### src/rtl/uart_baud_gen_frac.sv
// Fractional baud-rate tick generator: divides clk by baud_val+1+baud_frac/2^FRAC_WIDTH
// to produce the oversampling baud_clock strobe and the once-per-bit xmit_pulse strobe.
module uart_baud_gen_frac #(
  parameter int unsigned CNT_WIDTH  = 13,
  parameter int unsigned FRAC_WIDTH = 3,
  parameter int unsigned OVERSAMPLE = 16
) (
  input  logic                  clk,
  input  logic                  reset_n,
  input  logic                  enable,
  input  logic                  load,
  input  logic [CNT_WIDTH-1:0]  baud_val,
  input  logic [FRAC_WIDTH-1:0] baud_frac,
  output logic                  baud_clock,
  output logic                  xmit_pulse
);

  localparam int unsigned         TICK_W    = $clog2(OVERSAMPLE);
  localparam logic [TICK_W-1:0]   TICK_LAST = TICK_W'(OVERSAMPLE - 1);

  logic [CNT_WIDTH-1:0]  cnt, cnt_nxt;
  logic [FRAC_WIDTH-1:0] acc, acc_nxt;
  logic                  stretch, stretch_nxt;
  logic [TICK_W-1:0]     tick_cntr, tick_cntr_nxt;
  logic                  baud_clock_nxt, xmit_pulse_nxt;
  logic [FRAC_WIDTH:0]   acc_sum;

  // Phase accumulator sum; the top bit is the carry that buys one extra hold cycle.
  assign acc_sum = {1'b0, acc} + {1'b0, baud_frac};

  always_ff @(posedge clk or negedge reset_n) begin
    if (!reset_n) begin
      cnt        <= '0;
      acc        <= '0;
      stretch    <= 1'b0;
      tick_cntr  <= '0;
      baud_clock <= 1'b0;
      xmit_pulse <= 1'b0;
    end else begin
      cnt        <= cnt_nxt;
      acc        <= acc_nxt;
      stretch    <= stretch_nxt;
      tick_cntr  <= tick_cntr_nxt;
      baud_clock <= baud_clock_nxt;
      xmit_pulse <= xmit_pulse_nxt;
    end
  end

  // Next state: idle, resync, count down, hold for a carry, or tick and reload.
  always_comb begin
    cnt_nxt        = cnt;
    acc_nxt        = acc;
    stretch_nxt    = stretch;
    tick_cntr_nxt  = tick_cntr;
    baud_clock_nxt = 1'b0;
    xmit_pulse_nxt = 1'b0;

    if (!enable) begin
      cnt_nxt       = '0;
      acc_nxt       = '0;
      stretch_nxt   = 1'b0;
      tick_cntr_nxt = '0;
    end else if (load) begin
      cnt_nxt       = baud_val;
      acc_nxt       = '0;
      stretch_nxt   = 1'b0;
      tick_cntr_nxt = '0;
    end else if (cnt != '0) begin
      cnt_nxt = cnt - CNT_WIDTH'(1);
    end else if (stretch) begin
      stretch_nxt = 1'b0;
    end else begin
      // Divisors are sampled only here, so a change never truncates an interval.
      baud_clock_nxt = 1'b1;
      cnt_nxt        = baud_val;
      acc_nxt        = acc_sum[FRAC_WIDTH-1:0];
      stretch_nxt    = acc_sum[FRAC_WIDTH];
      tick_cntr_nxt  = tick_cntr + TICK_W'(1);
      xmit_pulse_nxt = (tick_cntr == TICK_LAST);
    end
  end

endmodule
### config.mk
export PLATFORM = sky130hd
export DESIGN_NAME = uart_baud_gen_frac
export DESIGN_NICKNAME = d
export VERILOG_FILES = /design/src/rtl/uart_baud_gen_frac.sv
export SDC_FILE = /design/constraint.sdc
export NUM_CORES = 1
export LEC_CHECK = 0
export BUFFER_PORTS_ARGS = -buffer_cell sky130_fd_sc_hd__clkbuf_2
export CORE_MARGIN = 2
export CORE_UTILIZATION = 35
export DETAILED_ROUTE_END_ITERATION = 10
export GPL_ROUTABILITY_DRIVEN = 0
export GPL_TIMING_DRIVEN = 1
export MAX_ROUTING_LAYER = met4
export PLACE_DENSITY = 0.52
export SETUP_SLACK_MARGIN = 0.1
export SYNTH_ARGS = -nofsm -noshare
export SYNTH_HDL_FRONTEND = slang
export SYNTH_SLANG_ARGS = --single-unit
### constraint.sdc
create_clock -name clk -period 2 [get_ports clk]
set_clock_uncertainty 0.15 [all_clocks]
set_input_delay 0.2 -clock clk [delete_from_list [all_inputs] [get_ports clk]]
set_output_delay 0.2 -clock clk [all_outputs]
set_load 0.005 [all_outputs]
==> flow_metrics.tcl, run 1 <==
set metrics [dict create \
    setup_viol_count_final 0 \
    grtUsageMet2_pct 25.5 \
    met1_usage_pct 24.2 \
    core_area_um2 3660 \
    crit_family "simple AND/OR/NAND/NOR gates" \
    rows 22 \
    clkSlewWorstSetupHoldPaths_ns 0.09 \
    yosysWarnings 0 \
    final-hold-violation-count 0 \
    path_buf_inv 0 \
    maxSlewViolCount 0 \
    hold_path.class "input port to register" \
    crit_type "register to register" \
    synth-main-ff-cell "dfrtp_1" \
    dp_cells 217 \
    top_usage_layer "met2" \
    r2r_cells 4 \
    cp.required_ns 1.99 \
    grt_use_met3_pct 2.21 \
    outcome "completed" \
    cts_root_buf "clkbuf_8" \
    slew_headroom_pct 60.0 \
    cts_buffers 3 \
    vdd_drop_max_uv 314 \
    grt_max_degree 24 \
    power.share.sequential_pct 44.4 \
    path_cells "or4_4 > or3b_4 > o31ai_4 > a311oi_1" \
    fin_util_pct 49.3 \
    synth.cell_area_um2 1340 \
    cp_slowest_stage_delay_ns 0.53 \
    fin_area_um2 1810 \
    num_vias 1193 \
    cp.depth 4 \
    track_usage_pct 17.3 \
    yosysTopAreaCell "dfrtp_1" \
    synth_top_area_share_pct 42.9 \
    cts.sinks 23 \
    fin_hold_ws_ns 0.0208 \
    post-route-period-util_pct 97.6 \
    areaGrowthSynthToFinish_pct 34.5 \
    io_buffer_count 21 \
    clock_latency_ns 0.27 \
    ys_ff_latch 23 \
    avgSynthCellArea_um2 9.73 \
    layout-drive-gt1-share_pct 36.0 \
    hpwl_mm 2.36 \
    yosys-top-cells-area "dfrtp_1 (43%), ha_1 (5.6%), nor2_1 (4.8%)" \
    multi_input_area_um2 845 \
    nNetsFinal 206 \
    fin_cells 226 \
    htree_num_levels 1 \
    tns_ns 0 \
    grt_first_pass_wirelength_mm 5.75 \
    hold_path_depth 3 \
    slowest_stage "or4_4" \
    clockBufferDepth 2 \
    antenna_left 0 \
    syn_nets 165 \
    p_int_w 0.000817 \
    n_antenna_cell 0 \
    rsz0062_at_grt "yes" \
    syn_inst 138 \
    antenna_found_initial 0 \
    drt-total-wl_mm 3.28 \
    die_w_um 65.9 \
    p_clk_share_pct 25.5 \
    drtIter0Drc 33 \
    overflow 0 \
    async_flop_share_pct 100 \
    start_util_pct 36.7 \
    arrival_ns 1.94 \
    p_leak_nw 0.827 \
    worstMarginPinSlew_ns 0.600 \
    die_area_um2 4350 \
    first_global_vias 1264 \
    comb_power_share_pct 30.1 \
    yosys.cell_types.count 41 \
    fill_cells 353 \
    seq_area_frac_synth_pct 42.9 \
    worst_setup_path_start_kind "register" \
    drt_first_pass_iters 4 \
    io_pins 22 \
    die_y_um 65.9 \
    maxCapViolations 0 \
    vias_per_cell 5.28 \
    max_freq_ghz 0.513 \
    remaining_drc_errors 0 \
    p_sw_share_pct 31.6 \
    place_area_um2 1590 \
    synth_edf_count 0 \
    p_per_area_nw_per_um2 662 \
    regArea_um2 576 \
    crit_fanout 2 \
    post_drt_wl_per_cell_um 14.5 \
    cts_tree "done" \
    p_switching_w 0.000377 \
    period_needed_ns 1.95 \
    critPathCaptureType "register" \
]
==> cells in the final DEF, fill, tap and decap left out, types with 3 or more instances in the layout <==
cell	count
inv_1	6
ha_1	5
clkbuf_8	3
dfrtp_1	23
mux2i_1	4
xnor2_1	4
a211oi_2	3
o22ai_1	4
xor2_1	6
nand2_1	10
o21ai_1	3
buf_4	14
buf_6	3
clkbuf_2	21
nor2_1	16
nor3_1	3
nand2b_1	3
==> path summary, 6_finish.rpt <==
| path | startpoint | end | slack (ns) |
|---|---|---|---|
| worst max-delay path | cnt[4]$_DFFE_PN0P_ | cnt[12]$_DFFE_PN0P_ | 0.05 |
| worst min-delay path | baud_val[3] | cnt[3]$_DFFE_PN0P_ | 0.02 |
| worst max register to register | cnt[4]$_DFFE_PN0P_ | cnt[12]$_DFFE_PN0P_ | 0.05 |
| worst min register to register | acc[0]$_DFFE_PN0P_ | acc[0]$_DFFE_PN0P_ | 0.39 |
| max in group asynchronous | reset_n | cnt[7]$_DFFE_PN0P_ | 0.99 |
| min in group asynchronous | reset_n | xmit_pulse$_DFF_PN0_ | 0.31 |
==> worst reg2reg max path, stage by stage (launching register included) <==
cell	delay (ns)
dfrtp_1	0.41
or4_4	0.53
or3b_4	0.41
o31ai_4	0.22
a311oi_1	0.11
==> per-layer routing <==
metal,share of wire (%),up-vias
met2,48,23
met4,0.95,0
met1,49,586
met3,2.8,4
li1,-,580
met5,0,-
==> registers in the layout, summed over array words and instances (netlist names) <==
name,flops
cnt,13
tick_cntr,4
acc,3
baud_clock,1
stretch,1
xmit_pulse,1
==> final cells by class <==
class | count | area share [%]
inverters | 6 | 1.25
well taps | 48 | 3.33
multi-input cells | 106 | 46.8
repair buffers | 39 | 14.1
clock buffers | 3 | 2.29
clock inverters | 1 | 0.416
flip-flops and latches | 23 | 31.9
==> power by group through the flow <==
stage	Sequential (W)	Combinational, W	Clock, W
after floorplan	0.000531	0.000173	0
after global placement	0.000534	0.000289	0
after detailed placement	0.000535	0.000292	0
after CTS	0.000524	0.000331	0.000312
after global routing	0.000535	0.000400	0.000337
final	0.000530	0.000359	0.000305
==> metrics by stage <==
stage               total power [W]  setup WS [ns]
CTS                         0.00117         0.0422
floorplan                  0.000704         0.0689
global placement           0.000822         0.0490
global route                0.00127       -0.00931
finish                      0.00119         0.0489
detailed placement         0.000827         0.0170
==> cells in the mapped netlist (2+ instances only) <==
cell      count
clkbuf_1      2
xor2_1        6
nor4_1        2
dfrtp_1      23
and4_1        2
o21a_1        2
nand4_1       2
a211oi_1      3
xnor2_1       4
mux2i_1       4
a21oi_1       4
nor3_1        5
ha_1          6
nor4_2        2
nand2_1      10
nand3_1       2
a21o_1        2
or3_1         2
nor2_1       17
o21ai_0       4
a311oi_1      2
and2_1        3
inv_1         6
o22ai_1       4
nand2b_1      3
==> logic make-up after synthesis <==
| logic type | count (synthesis) | synth area share, % |
|---|---|---|
| buf+inv | 9 | 2.61 |
| mux | 4 | 2.98 |
| flops | 23 | 42.9 |
| simple gates | 56 | 22.9 |
| compound gates | 29 | 15.0 |
| fa+ha+maj | 7 | 7.08 |
| xor+xnor | 10 | 6.52 |
==> repair_timing <==
item | in CTS | in global routing
gates resized for setup | 9 | 18
endpoints found under the setup margin | 8 | 21
hold buffers | 1 | 0
setup buffers | 4 | 1
hold endpoints to repair | 23 | 0
gates cloned | 0 | 0
pin swaps | 8 | 10
(Power assumes the default switching activity.)
==> inputs of run 2 (changes only) <==
- CORE_ASPECT_RATIO: default -> 0.75
- CORE_UTILIZATION: 35 -> 50
- PLACE_DENSITY: 0.52 -> 0.71
- RECOVER_POWER: default -> 25
==> flow_metrics.tcl, run 2 (synthesis results as in run 1) <==
set metrics [dict create \
    cts.sinks 23 \
    reg_top3 "cnt: 13 flops, tick_cntr: 4 flops, acc: 3 flops" \
    hpwl_mm 2.28 \
    fin_hold_ws_ns 0.00472 \
    core_area_um2 2580 \
    die_w_um 63.8 \
    rows 16 \
    vdd_drop_max_uv 441 \
    nNetsFinal 221 \
    rsz0062_at_grt "yes" \
    worst_setup_path_start_kind "register" \
    remaining_drc_errors 0 \
    hold_path_end "cnt[10]$_DFFE_PN0P_" \
    p_int_w 0.000783 \
    cts_root_buf "clkbuf_4" \
    p_clk_share_pct 19.3 \
    maxCapViolations 0 \
    vias_per_cell 5.51 \
    die_y_um 48.9 \
    clkSlewWorstSetupHoldPaths_ns 0.14 \
    clockBufferDepth 2 \
    clock_latency_ns 0.32 \
    areaGrowthSynthToFinish_pct 42.0 \
    post_drt_wl_per_cell_um 15.4 \
    place_area_um2 1580 \
    grt_max_degree 24 \
    final-hold-violation-count 0 \
    reg2reg_to "cnt[12]$_DFFE_PN0P_" \
    die_area_um2 3120 \
    n_antenna_cell 0 \
    reg2reg_from "cnt[6]$_DFFE_PN0P_" \
    r2r_cells 4 \
    p_per_area_nw_per_um2 611 \
    worstMarginPinSlew_ns 1.29 \
    num_vias 1261 \
    io_buffer_count 21 \
    critPathCaptureType "register" \
    io_pins 22 \
    period_needed_ns 1.97 \
    hold_path.class "input port to register" \
    cp.required_ns 2.06 \
    drt-total-wl_mm 3.52 \
    cts_tree "done" \
    antenna_found_initial 0 \
    post-route-period-util_pct 98.7 \
    fin_area_um2 1910 \
    max_freq_ghz 0.507 \
    antenna_left 0 \
    power.share.sequential_pct 45.4 \
    cts_buffers 3 \
    start_util_pct 52.0 \
    grt_first_pass_wirelength_mm 5.81 \
    p_sw_share_pct 32.8 \
    outcome "completed" \
    drt_first_pass_iters 4 \
    p_leak_nw 0.889 \
    crit_fanout 2 \
    hold_path_depth 3 \
    largest_reg_flops 13 \
    overflow 0 \
    maxSlewViolCount 0 \
    htree_num_levels 1 \
    setup_viol_count_final 0 \
    timing.final.ws_setup_ns 0.0269 \
    dp_slack_ns 0.00528 \
    min_from "baud_val[10]" \
    top_register "cnt" \
    crit_type "register to register" \
    rrSetupSlack_ns 0.03 \
    track_usage_pct 24.5 \
    layout-drive-gt1-share_pct 37.8 \
    comb_power_share_pct 35.2 \
    p_switching_w 0.000382 \
    drtIter0Drc 39 \
    most-common-layout-cells "dfrtp_1 (23), clkbuf_2 (20), buf_4 (20)" \
    arrival_ns 2.03 \
    first_global_vias 1285 \
    slew_headroom_pct 14.3 \
    final_common_cell "dfrtp_1" \
]
## run 2: cell types whose count changed in the layout (fill, tap and decap cells not counted), sizes merged
cell	before	now
dlygate4sd3	1	10
clkinvlp	1	0
clkinv	0	1
buf	17	23
## run 2: layout make-up
type                            instances  area (um^2)
Inverter                                6         22.5
Clock inverter                          1         5.00
Fill cell                             184          676
Sequential cell                        23          576
Multi-Input combinational cell        106          848
Timing Repair Buffer                   54          388
Clock buffer                            3         22.5
Tap cell                               36         45.0
## run 2: power groups by stage
stage | Combinational (W) | Sequential (W) | Clock, W
floorplan | 0.000173 | 0.000531 | 0
global placement | 0.000280 | 0.000534 | 0
detailed placement | 0.000290 | 0.000535 | 0
CTS | 0.000350 | 0.000526 | 0.000229
global route | 0.000443 | 0.000533 | 0.000247
finish | 0.000410 | 0.000529 | 0.000225
## run 2: layer usage
layer / wire length [um] / global-route usage (%) / share of wire, %
met1: 1650 / 30.9 / 47
met2: 1700 / 41.0 / 48
met3: 151 / 4.85 / 4.3
met4: 23 / 5.07 / 0.65
met5: 0 / - / 0
## run 2: timing repair
item                                   in CTS  in global routing
setup buffers                               7                  3
setup endpoints to repair                  14                 22
endpoints found under the hold margin      32                  0
hold buffers                               10                  0
pin swaps                                   6                 13
gates resized for setup                     6                 21
cloned                                      0                  0
## run 2: through the flow
stage          instances  setup TNS [ns]  power, W  utilization (%)
2_1_floorplan        138               0  0.000704                -
3_3_place_gp         205               0  0.000814             61.1
3_5_place_dp         205               0  0.000826             61.1
4_1_cts              226               0   0.00111             69.5
5_1_grt              229         -0.0449   0.00122             73.8
6_report             229               0   0.00116             73.8
## run 2: critical path, cell delays in order (launching register included)
cell	delay (ns)
dfrtp_1	0.43
or4_4	0.52
or3b_4	0.40
o31ai_2	0.22
a311oi_1	0.13
## run 2: worst max-delay path by stage
| stage | start | to | slack, ns | cells after the start |
|---|---|---|---|---|
| 5_1_grt | cnt[6]$_DFFE_PN0P_ | cnt[12]$_DFFE_PN0P_ | -0.04 | 4 |
| 3_5_place_dp | cnt[4]$_DFFE_PN0P_ | cnt[12]$_DFFE_PN0P_ | 0.005 | 4 |
| 2_1_floorplan | cnt[4]$_DFFE_PN0P_ | cnt[12]$_DFFE_PN0P_ | 0.07 | 4 |
| 3_3_place_gp | cnt[4]$_DFFE_PN0P_ | cnt[12]$_DFFE_PN0P_ | 0.06 | 4 |
| 6_report | cnt[6]$_DFFE_PN0P_ | cnt[12]$_DFFE_PN0P_ | 0.03 | 4 |
| 4_1_cts | cnt[4]$_DFFE_PN0P_ | cnt[10]$_DFFE_PN0P_ | 0.03 | 4 |
==> inputs of run 3 (changes only) <==
- CORE_UTILIZATION: 50 -> 45
- CTS_CLUSTER_DIAMETER: default -> 100
- PLACE_DENSITY: 0.71 -> 0.62
- clock period: 2 -> 2.45 ns (I/O delays scaled with it)
==> flow_metrics.tcl, run 3 (synthesis results as in run 1) <==
set metrics [dict create \
    grt_max_degree 24 \
    met1_usage_pct 26.2 \
    rows 17 \
    io_pins 22 \
    p_leak_nw 0.737 \
    reg2reg_from "cnt[0]$_DFFE_PN0P_" \
    maxSlewViolCount 0 \
    crit_fanout 7 \
    track_usage_pct 18.5 \
    die_area_um2 3440 \
    htree_num_levels 1 \
    hold_buffers 1 \
    path_cells "inv_1 > ha_1 > nor4b_1 > nand4_1 > or3_1 > a21oi_1" \
    nNetsFinal 193 \
    postCtsResizedCells 0 \
    reg2reg_to "tick_cntr[3]$_DFFE_PN0P_" \
    max_freq_ghz 0.473 \
    remaining_drc_errors 0 \
    tns_ns 0 \
    n_antenna_cell 0 \
    min_from "baud_val[3]" \
    reg_top3 "cnt: 13 flops, tick_cntr: 4 flops, acc: 3 flops" \
    outcome "completed" \
    antenna_found_initial 0 \
    final_common_cell "dfrtp_1" \
    die_y_um 51.3 \
    clockBufferDepth 2 \
    cts_tree "done" \
    drt-total-wl_mm 2.65 \
    hold_path_depth 3 \
    rsz0062_at_grt "no" \
    worst_setup_path_start_kind "register" \
    die_w_um 67.1 \
    io_buffer_count 21 \
    slowest_stage "or3_1" \
    vias_per_cell 5.42 \
    maxCapViolations 0 \
    antenna_left 0 \
    cts_buffers 3 \
    post-route-period-util_pct 86.3 \
    final-hold-violation-count 0 \
    most-common-layout-cells "dfrtp_1 (23), clkbuf_2 (20), nor2_1 (17)" \
    crit_type "register to register" \
    slew_headroom_pct 17.1 \
    hold_path_end "cnt[3]$_DFFE_PN0P_" \
    critPathCaptureType "register" \
    post_drt_wl_per_cell_um 13.1 \
    hold_path.class "input port to register" \
    top_register "cnt" \
    clock_latency_ns 0.26 \
    grt_use_met3_pct 5.29 \
    start_util_pct 46.4 \
    first_global_vias 1030 \
    layout-drive-gt1-share_pct 19.4 \
    grt_first_pass_wirelength_mm 4.64 \
    core_area_um2 2890 \
    arrival_ns 2.15 \
    cts_root_buf "clkbuf_8" \
    worstMarginPinSlew_ns 1.24 \
    period_needed_ns 2.11 \
    num_vias 1100 \
    grtUsageMet2_pct 26.7 \
    rrSetupSlack_ns 0.34 \
    drtIter0Drc 35 \
    hpwl_mm 2.04 \
    top_usage_layer "met2" \
    overflow 0 \
    vdd_drop_max_uv 263 \
    p_per_area_nw_per_um2 552 \
    cp_slowest_stage_delay_ns 0.41 \
    drt_first_pass_iters 4 \
    cp.required_ns 2.49 \
    r2r_cells 6 \
    cts.sinks 23 \
    largest_reg_flops 13 \
    areaGrowthSynthToFinish_pct 16.7 \
    post_cts_buffers 0 \
    clkSlewWorstSetupHoldPaths_ns 0.08 \
    fin_total_pwr_w 0.000864 \
    setup_viol_count_final 0 \
]
## run 3: cell count changes in the layout (fill, tap and decap cells not counted), moves of 3 or more
cell | before | now
o22ai_2 | 3 | 0
buf_4 | 20 | 4
clkbuf_4 | 3 | 0
buf_6 | 3 | 0
dlygate4sd3_1 | 10 | 1
clkbuf_8 | 0 | 3
o22ai_1 | 1 | 4
## run 3: final cells by class
cell class	instances	area, um^2
fillers	280	1330
flip-flops and latches	23	576
repair buffers	26	144
multi-input cells	106	732
inverters	6	22.5
clock buffers	4	45.0
well taps	38	47.5
## run 3: worst max path at each step
stage / start / endpoint / slack (ns) / cells past startpoint
after floorplan: cnt[3]$_DFFE_PN0P_ / cnt[12]$_DFFE_PN0P_ / 0.49 / 4
after global placement: cnt[0]$_DFFE_PN0P_ / tick_cntr[3]$_DFFE_PN0P_ / 0.42 / 6
after detailed placement: cnt[3]$_DFFE_PN0P_ / cnt[12]$_DFFE_PN0P_ / 0.37 / 4
after CTS: cnt[3]$_DFFE_PN0P_ / cnt[12]$_DFFE_PN0P_ / 0.35 / 4
after global routing: cnt[0]$_DFFE_PN0P_ / tick_cntr[2]$_DFFE_PN0P_ / 0.14 / 6
final: cnt[0]$_DFFE_PN0P_ / tick_cntr[3]$_DFFE_PN0P_ / 0.34 / 6
## run 3: where the power goes
group | internal (W) | switching (W) | total, W | leakage, nW
Combinational | 0.0000938 | 0.000106 | 0.000200 | 0.406
Clock | 0.000116 | 0.000115 | 0.000231 | 0.0228
Sequential | 0.000403 | 0.0000302 | 0.000433 | 0.308
Total | 0.000612 | 0.000252 | 0.000864 | 0.737
## run 3: per-layer routing
metal	routed length (um)	part of all wire, %
met1	1380	52
met2	1120	42
met3	128	4.8
met4	18	0.68
met5	0	0
## run 3: per-stage QoR
stage,instances,hold WS [ns],utilization [%],area (um^2),setup slack (ns)
3_5_place_dp,198,0.126,52.3,1510,0.373
2_1_floorplan,138,-0.201,-,1340,0.485
4_1_cts,203,0.0719,54.2,1570,0.348
5_1_grt,203,0.0660,54.2,1570,0.137
3_3_place_gp,198,0.128,52.3,1510,0.420
6_report,203,0.0725,54.2,1570,0.336
## run 3: worst max-delay path: cells and delay by family, from the launching register on
family / cells / cell delay (ns)
flops: 1 / 0.39
buf+inv: 1 / 0.13
compound gates: 1 / 0.14
fa+ha+maj: 1 / 0.24
simple gates: 3 / 0.99
